==> src/rtl/mcpu_pkg.sv <==
// Shared encodings for the mcpu multicycle controller: FSM states, ALU operation
// codes, instruction opcode/funct values and datapath mux-select codes.
package mcpu_pkg;

    typedef enum logic [3:0] {
        S_FETCH    = 4'd0,
        S_DECODE   = 4'd1,
        S_EXEC_R   = 4'd2,
        S_EXEC_I   = 4'd3,
        S_MEM_ADDR = 4'd4,
        S_MEM_RD   = 4'd5,
        S_MEM_WR   = 4'd6,
        S_WB_R     = 4'd7,
        S_WB_I     = 4'd8,
        S_WB_LW    = 4'd9,
        S_BRANCH   = 4'd10,
        S_JUMP     = 4'd11,
        S_JAL      = 4'd12,
        S_JR       = 4'd13
    } state_t;

    typedef enum logic [3:0] {
        ALU_AND = 4'd0,
        ALU_OR  = 4'd1,
        ALU_ADD = 4'd2,
        ALU_XOR = 4'd3,
        ALU_NOR = 4'd4,
        ALU_SRL = 4'd5,
        ALU_SUB = 4'd6,
        ALU_SLT = 4'd7,
        ALU_SLL = 4'd8
    } alu_op_t;

    localparam logic [5:0] OP_RTYPE = 6'h00;
    localparam logic [5:0] OP_J     = 6'h02;
    localparam logic [5:0] OP_JAL   = 6'h03;
    localparam logic [5:0] OP_BEQ   = 6'h04;
    localparam logic [5:0] OP_BNE   = 6'h05;
    localparam logic [5:0] OP_ADDI  = 6'h08;
    localparam logic [5:0] OP_SLTI  = 6'h0A;
    localparam logic [5:0] OP_ANDI  = 6'h0C;
    localparam logic [5:0] OP_ORI   = 6'h0D;
    localparam logic [5:0] OP_XORI  = 6'h0E;
    localparam logic [5:0] OP_LW    = 6'h23;
    localparam logic [5:0] OP_SW    = 6'h2B;

    localparam logic [5:0] FN_SLL = 6'h00;
    localparam logic [5:0] FN_SRL = 6'h02;
    localparam logic [5:0] FN_JR  = 6'h08;
    localparam logic [5:0] FN_ADD = 6'h20;
    localparam logic [5:0] FN_SUB = 6'h22;
    localparam logic [5:0] FN_AND = 6'h24;
    localparam logic [5:0] FN_OR  = 6'h25;
    localparam logic [5:0] FN_XOR = 6'h26;
    localparam logic [5:0] FN_NOR = 6'h27;
    localparam logic [5:0] FN_SLT = 6'h2A;

    localparam logic [1:0] RDST_RT = 2'd0;
    localparam logic [1:0] RDST_RD = 2'd1;
    localparam logic [1:0] RDST_RA = 2'd2;

    localparam logic [1:0] M2R_ALU = 2'd0;
    localparam logic [1:0] M2R_MDR = 2'd1;
    localparam logic [1:0] M2R_PC  = 2'd2;

    localparam logic [1:0] SRCA_PC    = 2'd0;
    localparam logic [1:0] SRCA_RS    = 2'd1;
    localparam logic [1:0] SRCA_SHAMT = 2'd2;

    localparam logic [2:0] SRCB_RT      = 3'd0;
    localparam logic [2:0] SRCB_FOUR    = 3'd1;
    localparam logic [2:0] SRCB_SEXT    = 3'd2;
    localparam logic [2:0] SRCB_SEXT_SH = 3'd3;
    localparam logic [2:0] SRCB_ZEXT    = 3'd4;

    localparam logic [2:0] PCS_ALU    = 3'd0;
    localparam logic [2:0] PCS_ALUOUT = 3'd1;
    localparam logic [2:0] PCS_JUMP   = 3'd2;
    localparam logic [2:0] PCS_RS     = 3'd3;
    localparam logic [2:0] PCS_TRAP   = 3'd4;

    // Instructions whose signed overflow is architecturally meaningful.
    function automatic logic is_ovf_op(input logic [5:0] op, input logic [5:0] fn);
        return ((op == OP_RTYPE) && ((fn == FN_ADD) || (fn == FN_SUB))) || (op == OP_ADDI);
    endfunction

endpackage

==> src/rtl/mcpu_alu_dec.sv <==
// Combinational ALU-operation decoder: maps FSM state plus opcode/funct to the
// 4-bit ALU operation and flags whether an R-type funct is supported.
module mcpu_alu_dec
    import mcpu_pkg::*;
(
    input  state_t     i_state,
    input  logic [5:0] i_opcode,
    input  logic [5:0] i_funct,
    output alu_op_t    o_alu_op,
    output logic       o_funct_legal
);

    alu_op_t w_r_op;

    always_comb begin
        w_r_op        = ALU_AND;
        o_funct_legal = 1'b1;
        case (i_funct)
            FN_ADD:  w_r_op = ALU_ADD;
            FN_SUB:  w_r_op = ALU_SUB;
            FN_AND:  w_r_op = ALU_AND;
            FN_OR:   w_r_op = ALU_OR;
            FN_XOR:  w_r_op = ALU_XOR;
            FN_NOR:  w_r_op = ALU_NOR;
            FN_SLT:  w_r_op = ALU_SLT;
            FN_SLL:  w_r_op = ALU_SLL;
            FN_SRL:  w_r_op = ALU_SRL;
            default: o_funct_legal = 1'b0;
        endcase
    end

    always_comb begin
        o_alu_op = ALU_AND;
        case (i_state)
            S_FETCH, S_DECODE, S_MEM_ADDR: o_alu_op = ALU_ADD;
            S_EXEC_R:                      o_alu_op = w_r_op;
            S_BRANCH:                      o_alu_op = ALU_SUB;
            S_EXEC_I: begin
                case (i_opcode)
                    OP_SLTI: o_alu_op = ALU_SLT;
                    OP_ANDI: o_alu_op = ALU_AND;
                    OP_ORI:  o_alu_op = ALU_OR;
                    OP_XORI: o_alu_op = ALU_XOR;
                    default: o_alu_op = ALU_ADD;
                endcase
            end
            default: o_alu_op = ALU_AND;
        endcase
    end

endmodule

==> src/rtl/mcpu_ctrl.sv <==
// Multicycle control FSM for the mcpu datapath (Moore-decoded controls).
// Optional overflow trap on add/sub/addi write-back: define MCPU_OVF_TRAP_EN.
module mcpu_ctrl
    import mcpu_pkg::*;
#(
    parameter int unsigned MEM_TIMEOUT = 255
) (
    input  logic       clk,
    input  logic       rst,
    input  logic [5:0] opcode,
    input  logic [5:0] funct,
    input  logic       zero,
    input  logic       overflow,
    input  logic       mem_ready,
    output logic       ir_write,
    output logic       pc_write,
    output logic       iord,
    output logic       mem_read,
    output logic       mem_write,
    output logic       reg_write,
    output logic [1:0] reg_dst,
    output logic [1:0] mem_to_reg,
    output logic [1:0] alu_src_a,
    output logic [2:0] alu_src_b,
    output logic [2:0] pc_source,
    output logic [3:0] alu_operation,
    output logic       illegal_inst,
    output logic       bus_error,
`ifdef MCPU_OVF_TRAP_EN
    output logic       ovf_trap,
`endif
    output logic [3:0] state
);

    localparam int unsigned CW = (MEM_TIMEOUT > 0) ? $clog2(MEM_TIMEOUT + 1) : 1;

    state_t          r_state;
    state_t          w_next;
    logic [CW-1:0]   r_wait_cnt;
    logic            w_waiting;
    logic            w_timeout;
    logic            w_illegal;
    alu_op_t         w_alu_op;
    logic            w_funct_legal;
    logic            w_is_shift;

`ifdef MCPU_OVF_TRAP_EN
    logic            r_ovf;
    logic            w_trap;
    assign w_trap = r_ovf && is_ovf_op(opcode, funct)
                    && ((r_state == S_WB_R) || (r_state == S_WB_I));
`else
    logic            w_unused_ovf;
    assign w_unused_ovf = overflow;
`endif

    mcpu_alu_dec u_alu_dec (
        .i_state       (r_state),
        .i_opcode      (opcode),
        .i_funct       (funct),
        .o_alu_op      (w_alu_op),
        .o_funct_legal (w_funct_legal)
    );

    assign state      = r_state;
    assign w_is_shift = (w_alu_op == ALU_SLL) || (w_alu_op == ALU_SRL);
    assign w_waiting  = ((r_state == S_FETCH) || (r_state == S_MEM_RD) || (r_state == S_MEM_WR))
                        && !mem_ready;
    // The counter holds completed wait cycles, so the error fires on the next one.
    assign w_timeout  = (MEM_TIMEOUT != 0) && w_waiting && (r_wait_cnt == CW'(MEM_TIMEOUT));

    always_comb begin
        w_next    = r_state;
        w_illegal = 1'b0;
        case (r_state)
            S_FETCH:  if (mem_ready) w_next = S_DECODE;
            S_DECODE: begin
                case (opcode)
                    OP_RTYPE: w_next = (funct == FN_JR) ? S_JR : S_EXEC_R;
                    OP_J:     w_next = S_JUMP;
                    OP_JAL:   w_next = S_JAL;
                    OP_BEQ, OP_BNE:                             w_next = S_BRANCH;
                    OP_ADDI, OP_SLTI, OP_ANDI, OP_ORI, OP_XORI: w_next = S_EXEC_I;
                    OP_LW, OP_SW:                               w_next = S_MEM_ADDR;
                    default: begin
                        w_next    = S_FETCH;
                        w_illegal = 1'b1;
                    end
                endcase
            end
            S_EXEC_R: begin
                if (w_funct_legal) begin
                    w_next = S_WB_R;
                end else begin
                    w_next    = S_FETCH;
                    w_illegal = 1'b1;
                end
            end
            S_EXEC_I:   w_next = S_WB_I;
            S_MEM_ADDR: w_next = (opcode == OP_SW) ? S_MEM_WR : S_MEM_RD;
            S_MEM_RD:   if (mem_ready) w_next = S_WB_LW;
            S_MEM_WR:   if (mem_ready) w_next = S_FETCH;
            default:    w_next = S_FETCH;
        endcase
        if (w_timeout) w_next = S_FETCH;
    end

    // Everything is forced low while rst is high so an aborted access issues no write.
    always_comb begin
        ir_write      = 1'b0;
        pc_write      = 1'b0;
        iord          = 1'b0;
        mem_read      = 1'b0;
        mem_write     = 1'b0;
        reg_write     = 1'b0;
        reg_dst       = RDST_RT;
        mem_to_reg    = M2R_ALU;
        alu_src_a     = SRCA_PC;
        alu_src_b     = SRCB_RT;
        pc_source     = PCS_ALU;
        alu_operation = '0;
        illegal_inst  = 1'b0;
        bus_error     = 1'b0;
`ifdef MCPU_OVF_TRAP_EN
        ovf_trap      = 1'b0;
`endif
        if (!rst) begin
            alu_operation = w_alu_op;
            illegal_inst  = w_illegal;
            bus_error     = w_timeout;
            case (r_state)
                S_FETCH: begin
                    mem_read  = 1'b1;
                    alu_src_b = SRCB_FOUR;
                    ir_write  = mem_ready;
                    pc_write  = mem_ready;
                end
                S_DECODE: alu_src_b = SRCB_SEXT_SH;
                S_EXEC_R: alu_src_a = w_is_shift ? SRCA_SHAMT : SRCA_RS;
                S_EXEC_I: begin
                    alu_src_a = SRCA_RS;
                    alu_src_b = ((opcode == OP_ADDI) || (opcode == OP_SLTI)) ? SRCB_SEXT : SRCB_ZEXT;
                end
                S_MEM_ADDR: begin
                    alu_src_a = SRCA_RS;
                    alu_src_b = SRCB_SEXT;
                end
                S_MEM_RD: begin
                    iord     = 1'b1;
                    mem_read = 1'b1;
                end
                S_MEM_WR: begin
                    iord      = 1'b1;
                    mem_write = 1'b1;
                end
                S_WB_R: begin
                    reg_write = 1'b1;
                    reg_dst   = RDST_RD;
                end
                S_WB_I: reg_write = 1'b1;
                S_WB_LW: begin
                    reg_write  = 1'b1;
                    mem_to_reg = M2R_MDR;
                end
                S_BRANCH: begin
                    alu_src_a = SRCA_RS;
                    pc_source = PCS_ALUOUT;
                    pc_write  = (opcode == OP_BNE) ? !zero : zero;
                end
                S_JUMP: begin
                    pc_write  = 1'b1;
                    pc_source = PCS_JUMP;
                end
                S_JAL: begin
                    pc_write   = 1'b1;
                    pc_source  = PCS_JUMP;
                    reg_write  = 1'b1;
                    reg_dst    = RDST_RA;
                    mem_to_reg = M2R_PC;
                end
                S_JR: begin
                    pc_write  = 1'b1;
                    pc_source = PCS_RS;
                end
                default: ;
            endcase
`ifdef MCPU_OVF_TRAP_EN
            if (w_trap) begin
                reg_write = 1'b0;
                pc_write  = 1'b1;
                pc_source = PCS_TRAP;
                ovf_trap  = 1'b1;
            end
`endif
        end
    end

    always_ff @(posedge clk) begin
        if (rst) begin
            r_state    <= S_FETCH;
            r_wait_cnt <= '0;
`ifdef MCPU_OVF_TRAP_EN
            r_ovf      <= 1'b0;
`endif
        end else begin
            r_state <= w_next;
            if ((w_next != r_state) || w_timeout) begin
                r_wait_cnt <= '0;
            end else if ((MEM_TIMEOUT != 0) && w_waiting) begin
                r_wait_cnt <= r_wait_cnt + CW'(1);
            end
`ifdef MCPU_OVF_TRAP_EN
            if ((r_state == S_EXEC_R) || (r_state == S_EXEC_I)) r_ovf <= overflow;
`endif
        end
    end

endmodule

==> config.mk <==
export PLATFORM = sky130hd
export DESIGN_NAME = mcpu_ctrl
export DESIGN_NICKNAME = d
export VERILOG_FILES = /design/src/rtl/mcpu_pkg.sv /design/src/rtl/mcpu_alu_dec.sv /design/src/rtl/mcpu_ctrl.sv
export SDC_FILE = /design/constraint.sdc
export NUM_CORES = 1
export LEC_CHECK = 0
export CAP_MARGIN = 40
export CORE_ASPECT_RATIO = 1.25
export CORE_MARGIN = 2
export CORE_UTILIZATION = 30
export CTS_CLUSTER_SIZE = 24
export DETAILED_ROUTE_END_ITERATION = 12
export HOLD_SLACK_MARGIN = 0.1
export PLACE_DENSITY_LB_ADDON = 0.08
export SLEW_MARGIN = 20
export SYNTH_ARGS = -nofsm -noshare
export SYNTH_HDL_FRONTEND = slang
export SYNTH_SLANG_ARGS = --single-unit
==> constraint.sdc <==
create_clock -name clk -period 5.8 [get_ports clk]
set_input_delay 0.87 -clock clk [delete_from_list [all_inputs] [get_ports clk]]
set_output_delay 0.87 -clock clk [all_outputs]
set_load 0.02 [all_outputs]
Yosys cells after proc, flatten, opt, wreduce, memory -nomap -nowiden
Cells that the tools add are included.
{ "word_totals": {"ff_bits": 12, "in_bits": 17, "elab_cells": 109} }
{ "op_classes": {"add_sub_neg": 1, "eq_ne": 37, "muxes": 44, "reduce_logical": 25} }
{ "ops": {"columns": ["operator", "count"], "rows": [
  ["$eq A6 B6 Y1 const B", 9],
  ["$eq A6 B4 Y1 const B", 6],
  ["$pmux W4 S8", 1],
  ["$eq A4 B4 Y1 const B", 7],
  ["$pmux W4 S7", 1],
  ["$mux W4", 6],
  ["$pmux W3 S4", 2],
  ["$pmux W4 S6", 1],
  ["$eq A4 B3 Y1 const B", 5],
  ["$eq A6 B2 Y1 const B", 3],
  ["$mux W1", 17],
  ["$pmux W4 S4", 1],
  ["$eq A6 B3 Y1 const B", 2],
  ["$logic_not A6 Y1", 2],
  ["$mux W2", 6],
  ["$pmux W2 S2", 3],
  ["$reduce_or A12 Y1", 1],
  ["$reduce_or A2 Y1", 6],
  ["$mux W3", 3],
  ["$reduce_or A3 Y1", 3],
  ["$reduce_or A9 Y1", 1],
  ["$add A8 B1 Y8 const B", 1],
  ["$eq A4 B2 Y1 const B", 2],
  ["$eq A8 B8 Y1 const B", 1],
  ["other kinds (11)", 17]
]} }

Longest topological paths before layout
{ "logic_depth": {"depth_word": 9, "ltp_mapped": 9} }

By module
Synthesis repeated with hierarchy kept, for this count alone.
{ "unflattened": {"cells_unflattened": 230, "area_unflattened_um2": 1636.6} }
{ "by_module_without_submodules": {"columns": ["mod", "n_inst", "cells_per_inst", "area_per_inst_um2", "seq_area_each_um2"], "rows": [
  ["mcpu_ctrl", 1, 189, 1341.3, 240.2],
  ["mcpu_alu_dec", 1, 41, 295.3, 0.0]
]} }

Least setup slack after synthesis
No wires, ideal clock.
{ "synth_path": {"path_kind": "input -> output", "startpoint": "input opcode[0]", "endpoint": "output alu_src_a[0]", "arrival_ns": 2.563, "setup_slack_ns": 2.367, "path_stages": 7, "cell_sequence": "clkbuf_1 > nor4_1 > nand2_1 > o22ai_1 > a31oi_1 > nand3b_1 > a221oi_1"} }
{ "synth_between": {"elab_chain_len": 8, "word_cells_on_any_way": 12, "cone_classes": "eq/ne: 6; mux: 5; reduce/logical: 1"} }
{ "synth_lines": {"columns": ["item", "line_no", "text"], "rows": [
  ["from (decl)", "mcpu_ctrl.sv:10", "input logic [5:0] opcode,"],
  ["$eq A6 B4 Y1", "mcpu_alu_dec.sv:39", "case (i_opcode)"],
  ["$pmux W3 S4 (*)", "mcpu_alu_dec.sv:39", null],
  ["$pmux W4 S4 (*)", "mcpu_alu_dec.sv:34", "case (i_state)"],
  ["$eq A4 B4 Y1 / $eq A4 B3 Y1 (equally long branches)", "mcpu_ctrl.sv:66", "assign w_is_shift = (w_alu_op == ALU_SLL) || (w_alu_op == ALU_SRL);"],
  ["$logic_or A1 B1 Y1 (*)", "mcpu_ctrl.sv:66", null],
  ["$mux W2 (*)", "mcpu_ctrl.sv:139", "S_EXEC_R: alu_src_a = w_is_shift ? SRCA_SHAMT : SRCA_RS;"],
  ["$pmux W2 S2 (*)", "mcpu_ctrl.sv:131", "case (r_state)"],
  ["$mux W2 (*)", "mcpu_ctrl.sv:127", "if (!rst) begin"],
  ["to (decl)", "mcpu_ctrl.sv:23", "output logic [1:0] alu_src_a,"]
]} }
Every way passes the cells marked *; elsewhere a longest branch is shown, timed or not.

Final worst setup path
Ends and elaborated chain as after synthesis.

==> out/results.ini <==
[floorplanning]
die_h_um=84.3
num_io_pins=45
initial_core_util_pct=30.7
die_w_um=68.3
coreArea_um2=5040
dieArea_um2=5760
row_count=29

[setup_path]
critPathLaunchType=input pin
worstPathRequired_ns=4.93
r2r-end=r_wait_cnt[1]$_SDFFE_PP0P_
crit_arrival_ns=3.62
crit_chain=clkdlybuf4s50_1 -> nor4_1 -> nand2_1 -> o22ai_1 -> a31oi_1 -> nand3b_1 -> a221oi_1 -> clkdlybuf4s50_1
ff2ff_path_depth=8
critPathMostFrequentCell=clkdlybuf4s50_1
reg2reg_from=state[1]$_SDFF_PP0_
end_kind=output pin
worstSetupEndpoint=alu_src_a[0]
max_stage_delay_ns=0.66
slowest_stage=clkdlybuf4s50_1
r2r_slack_ns=2.98
path_class=in2out
cp-startpoint=opcode[0]
cp_max_fo=13

[synthesis]
synth-edff-count=0
syn_area_um2=1550
synth_ff_type=dfxtp_1
synth_area_per_cell_um2=6.59
syn_nets=253
synth_top_area_cell=dfxtp_1
ys_types=56
synth_cells=235
yosysTopAreaCellShare_pct=15.5
ys_top_cells_by_count=nor2_1 (34), nand2_1 (21), a21oi_1 (13)
yosysSeqAreaShare_pct=15.5
ys_ff_latch=12
yosysMostFrequentCell=nor2_1
yosysWarnings=0
synth_area_leaders=dfxtp_1 (16%), nor2_1 (8.2%), nand2_1 (5.1%), a21oi_1 (4.2%), nand3_1 (3.6%)
async_reset_ff_share_pct=0

[cells_and_area]
regArea_um2=240
nets=286
nFillCells=528
multi_input_area_um2=1190
syn_to_final_growth_pct=31.9
antenna_cells=0
design_area_um2=2040
drive_gt1_share_pct=5.99

[outcome]
run_status=finished clean

[cts]
clock_latency_ns=0.24
cts-hold-fix-buffers=0
cts_root_buf=clkbuf_8
numCtsBuffers=3
clockBufferDepth=2
htreeDepth=1
cts_resized=0
cts_setup_buffers=0
cts_tree=built
cts.sinks=12
clkTransAtPathRegs_ns=0.05

[route]
drt-initial-drc-count=77
wl_per_cell_um=15.1
wirelength_mm=4.95
drtAntennaViolNets=0
vias_per_cell=5.40
first_pass_iters=4
vias=1775
drcViolationCount=0

[power_and_ir_drop]
powerDensity_nw_per_um2=125
p_leak_uw=0.000673
peakVddDrop_uv=95.7

[sta]
fin_skew_ns=0.00139
finalSetupTns_ns=0
finalCritPeriodShare_pct=77.5
maxSlewViolCount=0
slew_headroom_pct=61.1
setup_viol=0
fmax_mhz=223
tightest_slew_ns=0.579
fin_crit_ns=4.49
rsz0062_at_grt=no
hold_viol=0

[placed_design]
place_congestion=0.789
portBuffers=42
postPlaceCellArea_um2=1990
post-dp-hpwl_mm=3.90

[global_route]
grt_overflow=0
grt_pass1_wl_mm=8.13
antenna_found_initial=0
first_global_vias=1742
grt_max_degree=27
grt_use_total_pct=17.6

[run]
drv_cap=0

[hold_path]
hold_path_class=reg2reg

## logic make-up (layout without fill, tap and decap cells)
family	count (synthesis)	in the layout	share of synthesized area, %
and+or+nand+nor	117	117	38.2
AOI/OAI and AO/OA	64	64	29.6
buffers and inverters	27	59	7.67
DFF	12	12	15.5
xor gates and xnor gates	11	11	6.70
adders and majority gates	2	2	1.45
other	1	1	0.242
muxes	1	1	0.646
## registers in the layout (all words and copies together) (netlist names)
signal,flops
r_wait_cnt,8
state,4
## cells in the final DEF, fill, tap and decap left out, drive strengths merged, types with 3 or more instances in the layout
| master | synthesis | final |
|---|---|---|
| o22ai | 4 | 4 |
| o21a | 3 | 3 |
| inv | 10 | 10 |
| nand2 | 21 | 21 |
| and3 | 4 | 4 |
| nand3 | 11 | 11 |
| nand2b | 7 | 7 |
| o211ai | 3 | 3 |
| clkdlybuf4s50 | 0 | 42 |
| or2 | 5 | 5 |
| xor2 | 5 | 5 |
| nor2 | 34 | 34 |
| buf | 5 | 3 |
| nor3 | 9 | 9 |
| nor2b | 5 | 5 |
| o2111ai | 3 | 3 |
| dfxtp | 12 | 12 |
| o21ai | 11 | 11 |
| a31oi | 4 | 4 |
| clkbuf | 12 | 4 |
| a21oi | 13 | 13 |
| nor4 | 9 | 9 |
| xnor2 | 6 | 6 |
| o31ai | 4 | 4 |
## layer usage
layer	track usage (%)	vias to the layer above	wire [µm]	part of all wire, %
met5	0	-	0	0
met3	2.41	7	200	4.0
met4	4.55	0	76	1.5
met1	21.2	822	2180	44
li1	-	915	-	-
met2	31.5	31	2500	50
## critical path: cells and delay by family
family	cells	cell delay, ns
and+or+nand+nor	3	0.89
buffers and inverters	2	1.29
AOI/OAI and AO/OA	3	0.57
## report_power, final
group          internal (µW)  switching (µW)  leakage (µW)
logic                   32.9            45.3      0.000548
clock network           60.1            31.9     0.0000288
registers               83.8            1.32     0.0000970
total                    177            78.6      0.000673
## stage by stage
| stage | total power (µW) | util [%] | hold WS, ns | cells | setup slack, ns |
|---|---|---|---|---|---|
| floorplan | 134 | - | 0.471 | 235 | 2.37 |
| global placement | 165 | 39.4 | 0.502 | 325 | 1.30 |
| detailed placement | 165 | 39.4 | 0.512 | 325 | 1.29 |
| CTS | 259 | 40.5 | 0.528 | 329 | 1.29 |
| global route | 270 | 40.5 | 0.540 | 329 | 1.06 |
| finish | 255 | 40.5 | 0.514 | 329 | 1.31 |
## worst min-delay path by stage
stage	start	to	depth (start not counted)
floorplan	r_wait_cnt[2]$_SDFFE_PP0P_	r_wait_cnt[2]$_SDFFE_PP0P_	2
global placement	r_wait_cnt[5]$_SDFFE_PP0P_	r_wait_cnt[5]$_SDFFE_PP0P_	2
detailed placement	r_wait_cnt[5]$_SDFFE_PP0P_	r_wait_cnt[5]$_SDFFE_PP0P_	2
CTS	r_wait_cnt[7]$_SDFFE_PP0P_	r_wait_cnt[7]$_SDFFE_PP0P_	2
global route	r_wait_cnt[7]$_SDFFE_PP0P_	r_wait_cnt[7]$_SDFFE_PP0P_	2
finish	r_wait_cnt[2]$_SDFFE_PP0P_	r_wait_cnt[2]$_SDFFE_PP0P_	2
## layout make-up
class	count	area share (%)
multi-input combinational	196	58.2
timing repair buffer	45	21.7
sequential	12	11.8
tap	62	3.80
clock buffer	4	2.69
inverter	10	1.84
No activity file was read; power rests on OpenSTA's default activity.
==> RTL change, RTL diff (same flow settings) <==
Build with the macro `MCPU_OVF_TRAP_EN` defined.
--- a/src/rtl/mcpu_ctrl.sv
+++ b/src/rtl/mcpu_ctrl.sv
@@ -1,5 +1,7 @@
 // Multicycle control FSM for the mcpu datapath (Moore-decoded controls).
 // Optional overflow trap on add/sub/addi write-back: define MCPU_OVF_TRAP_EN.
+`define MCPU_OVF_TRAP_EN
+
 module mcpu_ctrl
     import mcpu_pkg::*;
 #(
Formal check against the unedited RTL (old outputs only; new: ovf_trap): not equivalent (Yosys sat finds a counterexample within 4 cycles, from zero or initial values and one cycle with rst high).
==> RTL change against the unedited design <==
Setup slack got worse by 210 ps; sequential cell count grew 1; clock power down 8.0%; fmax shrank 4.5%; cell count rose by 6.1%; cell area up 12%; area after synthesis rose by 15%; non-clock buffer count is 3 higher; total power grew 5.5%; synthesized cell count increased by 7.2%; worst hold slack got worse by 28 ps; combinational power up 15%; routed wire length is 22% higher.
==> RTL change: results (changes against the unedited design) <==
* Initial DRC count at 142 (+84%)
* WL met3 at 258 um (+29%)
* Slew at the pin closest to its max-slew limit at 724 ps (+146 ps)
* Syn nets at 270 (+6.7%)
* Fin nets at 302 (+5.6%)
* Post-placement cell count at 344 (+5.8%)
* Setup crit end: reg_write
* Overall Global Routing Usage at 18.2% (+0.64 points)
* Worst vdd ir at 116 uV (+21%)
* Synth cell types at 67 (+20%)
* Worst-path maximum fanout at 15 (+2)
* Cells after Synth at 252 (+7.2%)
* GR Layer Usage met1 at 25.1% (+3.9 points)
* Adder-Cell Fraction of Synth Area at 1.26% (-0.19 points)
* Hold path endpoint: r_ovf
* Met2 usage at 30.6% (-0.88 points)
* Setup Skew at 2.28 ps (+0.896 ps)
* Hold WS at 486 ps (-27.9 ps)
* P_int at 177 uW (about the same)
* R2R setup slack at 3130 ps (+150 ps)
* Fill count at 624 (+18%)
* R2R cell count at 5 (-3)
* Final design utilization at 39.6% (-0.89 points)
* Fraction of synthesized area in multiplexers at 1.96% (+1.3 points)
* Synth cell count leaders: nor2_1 (26), nand2_1 (16), nor4_1 (16)
* Leakage power total at 0.000713 uW (+5.9%)
* Number of global-route vias before repair at 1929 (+11%)
* CP Data Arrival Time at 3830 ps (+210 ps)
* Xor/xnor share of the synthesized area at 4.41% (-2.3 points)
* Port bufs at 45 (+7.1%)
* Layout cell share with drive strength beyond 1 at 8.48% (+2.5 points)
* Placer Congestion at 0.830 (+5.2%)
* Delay-heaviest family, CP: simple AND/OR/NAND/NOR gates
* Wire length of the first global-routing pass at 9860 um (+21%)
* Met2 WL post-DR at 3010 um (+20%)
* Cell area after placement at 2230 um^2 (+12%)
* Reg-to-Reg Start: state[0]
* Reg-to-reg endpoint: r_wait_cnt[6]
* Outcome: finished, final reports clean
* Pre-CTS WS at 1070 ps (-223 ps)
* Fmax at 213 MHz (-4.5%)
* Synth Area in Compound Gates at 30.5% (+0.92 points)
-- RTL change: changes by cell type in the layout (fill, tap and decap cells not counted), moves of 3 or more --
cell	delta
clkdlybuf4s50_1	+3
nand2_1	-5
nand2b_1	+4
nand3_1	-6
nand4b_1	+3
nor2_1	-8
nor3_1	+5
nor4_1	+8
o211ai_1	+8
o21ai_0	-4
-- RTL change: power by group through the flow --
| stage | logic, uW | registers [uW] | clock network [uW] |
|---|---|---|---|
| 6_report | 90.3 | 94.5 | 84.6 |
| 2_1_floorplan | 56.2 | 94.4 | 0 |
| 3_5_place_dp | 88.6 | 96.5 | 0 |
| 4_1_cts | 89.2 | 94.5 | 87.8 |
| 3_3_place_gp | 89.3 | 96.4 | 0 |
| 5_1_grt | 97.6 | 94.8 | 89.6 |
-- RTL change: final cells by class --
type	instances	share of cell area, %
repair buffers	48	21.0
clock buffers	3	1.80
well taps	66	3.61
inverters	9	1.48
flip-flops and latches	13	11.4
clock inverters	1	0.219
multi-input cells	209	60.5
